`config.mk`:
```
export PLATFORM = sky130hd
export DESIGN_NAME = nlfsr_farm_scheduler
export DESIGN_NICKNAME = d
export VERILOG_FILES = /design/src/rtl/nlfsr_farm_scheduler.sv
export SDC_FILE = /design/constraint.sdc
export NUM_CORES = 2
export LEC_CHECK = 0
export CAP_MARGIN = 20
export CORE_AREA = 2 2 667 669
export CTS_BUF_LIST = sky130_fd_sc_hd__clkbuf_16
export CTS_CLUSTER_DIAMETER = 150
export DETAILED_ROUTE_END_ITERATION = 16
export DIE_AREA = 0 0 669 671
export DONT_BUFFER_PORTS = 1
export PLACE_DENSITY = 0.45
export SETUP_SLACK_MARGIN = 0.15
export SYNTH_ARGS = -nofsm -noshare
export SYNTH_HDL_FRONTEND = slang
export SYNTH_HIERARCHICAL = 1
export SYNTH_SLANG_ARGS = --single-unit
```
`constraint.sdc`:
```
create_clock -name clk -period 39.5 [get_ports clk]
set_input_delay 11.85 -clock clk [delete_from_list [all_inputs] [get_ports clk]]
set_output_delay 11.85 -clock clk [all_outputs]
set_load 0.1 [all_outputs]
```
`src/rtl/nlfsr_farm_scheduler.sv`:
```
// nlfsr_farm_scheduler
//   Dispatches tap-coefficient sets to an array of NLFSR search workers and
//   collects their results.
//   - in_*      : coefficient stream. A set is accepted into the lowest-index
//                 idle slot.
//   - co_buf/wrk_res/ena : per-worker coefficients, reset pulse and enable.
//   - found/failure      : per-worker result levels.
//   - out_*     : first-word-fall-through FIFO of found results
//                 (worker index and coefficients).
//   - found_any, tested_cnt, found_cnt : statistics. clr zeroes them.
//   - busy      : any slot in use, or a result is still pending.

// Per-worker slot: IDLE -> LOAD -> RUN -> FAIL/FOUND -> IDLE.
module nlfsr_slot #(
  parameter int COEF_W = 48
) (
  input  logic              clk,
  input  logic              rst,
  input  logic              alloc,      // this slot takes the offered set
  input  logic [COEF_W-1:0] coef_in,
  input  logic              found,
  input  logic              failure,
  input  logic              push_grant, // this slot's result enters the FIFO
  output logic [COEF_W-1:0] coef,
  output logic              wrk_res,
  output logic              ena,
  output logic              idle,
  output logic              is_found,
  output logic              retire      // entering FAIL or FOUND this cycle
);
  typedef enum logic [2:0] {S_IDLE, S_LOAD, S_RUN, S_FAIL, S_FOUND} slot_state_e;

  slot_state_e       state_q, state_d;
  logic [COEF_W-1:0] coef_q, coef_d;

  always_ff @(posedge clk or posedge rst) begin
    if (rst) begin
      state_q <= S_IDLE;
      coef_q  <= '0;
    end else begin
      state_q <= state_d;
      coef_q  <= coef_d;
    end
  end

  // found/failure are only sampled in RUN, so levels left over from the
  // previous job are ignored while the worker is being reloaded.
  always_comb begin
    state_d = state_q;
    coef_d  = coef_q;
    retire  = 1'b0;
    case (state_q)
      S_IDLE:  if (alloc) begin
                 state_d = S_LOAD;
                 coef_d  = coef_in;
               end
      S_LOAD:  state_d = S_RUN;
      S_RUN:   if (found) begin
                 state_d = S_FOUND;
                 retire  = 1'b1;
               end else if (failure) begin
                 state_d = S_FAIL;
                 retire  = 1'b1;
               end
      S_FAIL:  state_d = S_IDLE;
      S_FOUND: if (push_grant) state_d = S_IDLE;
      default: state_d = S_IDLE;
    endcase
  end

  assign coef     = coef_q;
  assign wrk_res  = (state_q == S_LOAD);
  assign ena      = (state_q == S_RUN);
  assign idle     = (state_q == S_IDLE);
  assign is_found = (state_q == S_FOUND);
endmodule

module nlfsr_farm_scheduler #(
  parameter  int NUM_OF_TAPS    = 6,
  parameter  int NUM_OF_MODULES = 30,
  parameter  int FIFO_DEPTH     = 8,
  parameter  int CNT_W          = 32,
  localparam int COEF_W         = NUM_OF_TAPS * 8,
  localparam int IDX_W          = (NUM_OF_MODULES > 1) ? $clog2(NUM_OF_MODULES) : 1
) (
  input  logic                             clk,
  input  logic                             res,
  input  logic                             in_valid,
  output logic                             in_ready,
  input  logic [COEF_W-1:0]                in_coef,
  output logic [NUM_OF_MODULES*COEF_W-1:0] co_buf,
  output logic [NUM_OF_MODULES-1:0]        wrk_res,
  output logic [NUM_OF_MODULES-1:0]        ena,
  input  logic [NUM_OF_MODULES-1:0]        found,
  input  logic [NUM_OF_MODULES-1:0]        failure,
  output logic                             out_valid,
  input  logic                             out_ready,
  output logic [IDX_W-1:0]                 out_idx,
  output logic [COEF_W-1:0]                out_coef,
  output logic                             found_any,
  input  logic                             clr,
  output logic [CNT_W-1:0]                 tested_cnt,
  output logic [CNT_W-1:0]                 found_cnt,
  output logic                             busy
);
  localparam int N     = NUM_OF_MODULES;
  localparam int PTR_W = $clog2(FIFO_DEPTH);

  typedef struct packed {
    logic [IDX_W-1:0]  idx;
    logic [COEF_W-1:0] coef;
  } res_entry_t;

  logic [N-1:0]             idle, is_found, retire, alloc, found_low, grant;
  logic [N-1:0][COEF_W-1:0] slot_coef;
  logic                     accept, push, pop, full, empty;
  res_entry_t               push_entry;

  // ---------------- slots ----------------
  for (genvar g = 0; g < N; g++) begin : g_slot
    nlfsr_slot #(.COEF_W(COEF_W)) u_slot (
      .clk        (clk),
      .rst        (res),
      .alloc      (alloc[g]),
      .coef_in    (in_coef),
      .found      (found[g]),
      .failure    (failure[g]),
      .push_grant (grant[g]),
      .coef       (slot_coef[g]),
      .wrk_res    (wrk_res[g]),
      .ena        (ena[g]),
      .idle       (idle[g]),
      .is_found   (is_found[g]),
      .retire     (retire[g])
    );
  end

  // Packed array flattens with slot 0 in the low bits.
  assign co_buf = slot_coef;

  // Allocation only sees registered IDLE, so a slot freed on an edge is
  // offered from the following cycle.
  assign in_ready = |idle;
  assign accept   = in_valid & in_ready;
  // x & -x isolates the lowest set bit.
  assign alloc    = accept ? (idle & (~idle + N'(1))) : '0;

  // ---------------- retirement into the FIFO ----------------
  assign found_low = is_found & (~is_found + N'(1));
  assign pop       = out_valid & out_ready;
  assign push      = (|is_found) & (~full | pop);
  assign grant     = push ? found_low : '0;

  always_comb begin
    push_entry = '0;
    for (int i = 0; i < N; i++) begin
      if (found_low[i]) begin
        push_entry.idx  = IDX_W'(i);
        push_entry.coef = slot_coef[i];
      end
    end
  end

  // ---------------- result FIFO ----------------
  // Pointers carry one extra bit to tell full from empty.
  res_entry_t       mem_q [FIFO_DEPTH];
  res_entry_t       mem_d [FIFO_DEPTH];
  logic [PTR_W:0]   wr_q, wr_d, rd_q, rd_d;

  assign empty = (wr_q == rd_q);
  assign full  = (wr_q[PTR_W] != rd_q[PTR_W]) &&
                 (wr_q[PTR_W-1:0] == rd_q[PTR_W-1:0]);

  always_comb begin
    mem_d = mem_q;
    wr_d  = wr_q;
    rd_d  = rd_q;
    if (push) begin
      mem_d[wr_q[PTR_W-1:0]] = push_entry;
      wr_d = wr_q + 1'b1;
    end
    if (pop) rd_d = rd_q + 1'b1;
  end

  always_ff @(posedge clk or posedge res) begin
    if (res) begin
      for (int i = 0; i < FIFO_DEPTH; i++) mem_q[i] <= '0;
      wr_q <= '0;
      rd_q <= '0;
    end else begin
      mem_q <= mem_d;
      wr_q  <= wr_d;
      rd_q  <= rd_d;
    end
  end

  assign out_valid = ~empty;
  assign out_idx   = mem_q[rd_q[PTR_W-1:0]].idx;
  assign out_coef  = mem_q[rd_q[PTR_W-1:0]].coef;

  // ---------------- statistics ----------------
  logic [CNT_W-1:0] retire_cnt;
  logic [CNT_W-1:0] tested_q, tested_d, found_cnt_q, found_cnt_d;
  logic             found_any_q, found_any_d;

  always_comb begin
    retire_cnt = '0;
    for (int i = 0; i < N; i++) retire_cnt = retire_cnt + CNT_W'(retire[i]);
  end

  // clr overrides any same-cycle increment.
  always_comb begin
    tested_d    = clr ? '0   : tested_q + retire_cnt;
    found_cnt_d = clr ? '0   : found_cnt_q + CNT_W'(push);
    found_any_d = clr ? 1'b0 : (found_any_q | push);
  end

  always_ff @(posedge clk or posedge res) begin
    if (res) begin
      tested_q    <= '0;
      found_cnt_q <= '0;
      found_any_q <= 1'b0;
    end else begin
      tested_q    <= tested_d;
      found_cnt_q <= found_cnt_d;
      found_any_q <= found_any_d;
    end
  end

  assign tested_cnt = tested_q;
  assign found_cnt  = found_cnt_q;
  assign found_any  = found_any_q;
  assign busy       = ~(&idle) | ~empty;
endmodule

```
==> results.cfg <==
[status]
outcome = finished with violations
violations = antenna violations

[routing]
drc = 0
ant_nets = 2
dr.pass1.iters = 7
vias_per_cell = 5.67
vias = 83405
wire_per_inst_um = 52.4
routed_wl_um = 771000
drtIter0Drc = 10454

[timing]
timing.fmax_mhz = 56.7
rsz0062_at_grt = no
fin_crit_ns = 17.65
setup_violations = 0
setup-tns-final_ns = 0
fin_worst_skew_ns = 0.0555
period_share_pct = 44.7
finalMaxSlewViolations = 0
hold_viol_final = 0
holdWs_ns = 0.469
relSlewSlack_pct = 6.36
fin_ws_ns = 21.85
worstMarginPinSlew_ns = 1.40

[layout]
fill_cells = 45790
regArea_sq_mm = 0.0508
final_nets = 8633
finish.instance_area_sq_mm = 0.119
area_delta_synth_final_pct = 20.8
drive_above_1_share_pct = 30.9
post-route-util_pct = 27.1
multi_input_area_sq_mm = 0.0453

[floorplanning]
rows = 244
core_area_sq_mm = 0.441
initial_core_util_pct = 22.4
fp.dieW_um = 669
dieArea_sq_mm = 0.449
num_io_pins = 1734
die_y_um = 671

[synth]
synth_area_sq_mm = 0.0989
synth_edf_count = 0
async_flop_share_pct = 100
synth_nets = 8286
synth.top_cells.by_area = dfrtp_1 51%, mux2_2 12%, mux2_1 6.8%, mux4_2 2.4%, nand2_1 1.9%
ys.warnings.count = 6
synth_ff_type = dfrtp_1
seq_area_frac_synth_pct = 51.3
postSynthCellCount = 8129
synth_top_area_share_pct = 51.3
ys_ff_latch = 2027
synthDistinctLibCells = 98
syn_avg_cell_area_sq_um = 12.2
yosysTopAreaCell = dfrtp_1

[setup_path]
crit_type = in2reg
cp_data_arrival_time_ns = 18.53
cp_common_cell = fa_1
cp-end-kind = flop
critPathRequiredTime_ns = 40.38
path_max_fanout = 13
slowest_stage = fa_1
path_cells = o21a_1 > fa_1 > fa_1 > inv_1 > fa_1 > fa_1 > fa_1 > fa_1 > fa_1 > fa_1 > nor2b_1 > o21ai_0 > a21boi_0 > o21ai_0 > a21boi_1 > buf_4 > o211ai_1 > or3_1 > a21oi_1
slowest_delay_ns = 0.87
startpoint_type = input pin

[power]
p_int_w = 0.00522
pwr-share-clk_pct = 19.7
switchingPower_w = 0.00710
seq_power_share_pct = 29.2
pwr-share-comb_pct = 51.1
vdd_drop_max_uv = 68.9
leakage_nw = 53.7
power.density_mw_per_mm2 = 103
p_sw_share_pct = 57.6

[clock_network]
ctsHoldBuffers = 0
path_clk_slew_ns = 0.06
htree_num_levels = 5
cts_tree = built
cts_setup_buffers = 0
cts.sinks = 2027
cts_buffers = 265
cts_resized = 0
cts_root_buf = clkbuf_16
clk_path_buf_depth = 4
worstSkewPairLatency_ns = 0.97

[job]
cap_viol_max_count = 0

[placement]
placed_cell_area_sq_mm = 0.110
portBuffers = 0
pre_cts_slack_ns = 21.06
place.gp.congestion = 0.963
dpl.hpwl_um = 593000

[grt]
grt_pass1_vias = 80676
grt_pass1_wl_um = 962000
grt-ovfl-total = 0
antenna_found_initial = 118
grt_start_max_net_pins = 188
grt_use_total_pct = 33.2

[min_path]
holdCritPathClass = reg2reg
==> per-stage QoR <==
step           power [W]  std cells
6_report          0.0123      14715
4_1_cts           0.0123      14550
3_5_place_dp     0.00987      14078
5_1_grt           0.0126      14613
3_3_place_gp     0.00979      14048
2_1_floorplan    0.00620       8129
==> cell usage in the layout (no fill, tap or decap), types with 75 or more instances in the layout <==
cell,n
a21oi_1,345
a221oi_1,77
a22oi_1,120
buf_4,589
clkbuf_16,290
dfrtp_1,2008
diode_2,130
inv_1,148
mux2_1,600
mux2_2,1084
mux4_2,106
nand2_1,484
nand2b_1,99
nand3_1,77
nand3b_1,75
nor2_1,321
nor3_1,113
nor3b_2,88
o211ai_1,78
o21ai_0,341
o22ai_1,79
==> synthesized netlist by cell type, drive strengths merged (20+ instances only) <==
master / instances
dfrtp: 2027
mux4: 106
nor3b: 98
clkbuf: 286
and3: 50
or3: 42
o31ai: 37
or3b: 67
buf: 347
a2111oi: 21
a2bb2oi: 21
o21ai: 369
a221o: 42
nand2b: 100
o2111ai: 21
nor2: 345
a22oi: 123
mux2: 1684
nand3b: 75
inv: 117
a221oi: 80
ha: 20
o21a: 38
o221ai: 55
nor3: 149
fa: 24
nand3: 91
and2: 27
a22o: 38
nand2: 492
o211ai: 79
a211oi: 74
a21oi: 352
a31oi: 51
nor4b: 46
nand4: 47
o22ai: 80
a211o: 25
mux2i: 36
nor4: 42
nor2b: 53
xor2: 37
==> layer usage <==
metal	up-vias	routed length (um)	track usage, %
met5	-	168	0
met3	1687	74100	10.1
met2	6085	370000	55.7
met1	44452	255000	34.8
li1	31157	-	-
met4	24	71800	25.3
==> power groups by stage <==
stage | Clock, W | Sequential [W] | Combinational (W)
floorplan | 0 | 0.00344 | 0.00276
global placement | 0 | 0.00362 | 0.00618
detailed placement | 0 | 0.00363 | 0.00624
CTS | 0.00246 | 0.00359 | 0.00625
global route | 0.00254 | 0.00362 | 0.00640
finish | 0.00243 | 0.00359 | 0.00629
==> path summary, 6_finish.rpt <==
path	start	endpoint	slack (ns)	depth (start not counted)
setup / recovery	found[10]	tested_cnt[20]	21.85	19
hold / removal	mem_q[293]	mem_q[293]	0.47	2
setup reg to reg	g_slot[10].u_slot/state_q[1]	tested_cnt[20]	31.49	20
hold reg to reg	mem_q[293]	mem_q[293]	0.47	2
max in group asynchronous	res	mem_q[161]	26.45	4
min in group asynchronous	res	g_slot[7].u_slot/coef[40]	10.81	1
==> critical path: cells and delay by family <==
kind | cells | cell delay, ns
buffers and inverters | 2 | 0.31
AND/OR/NAND/NOR | 2 | 0.69
adder cells (fa/ha/maj) | 8 | 4.15
AO/OA/AOI/OAI | 7 | 1.50
==> sequential cells by signal, indices dropped and copies added (netlist names) <==
| name | cells |
|---|---|
| found_any | 1 |
| found_cnt | 32 |
| mem_q | 424 |
| g_slot.u_slot/state_q | 90 |
| rd_q | 4 |
| wr_q | 4 |
| tested_cnt | 32 |
| g_slot.u_slot/coef | 1440 |
==> final cells by class <==
type / count / share of cell area (%)
sequential: 2027 / 42.5
multi-input combinational: 5351 / 37.9
tap: 5904 / 6.18
timing repair buffer: 713 / 5.73
clock buffer: 267 / 5.59
clock inverter: 205 / 1.44
inverter: 118 / 0.415
antenna: 130 / 0.272
==> cell families after synthesis <==
| logic type | synth area share, % |
|---|---|
| compound gates | 11.3 |
| xor+xnor | 0.443 |
| fa+ha+maj | 0.739 |
| buf+inv | 4.20 |
| flops | 51.3 |
| mux | 21.9 |
| simple gates | 10.1 |
No activity file was read; power rests on OpenSTA's default activity.
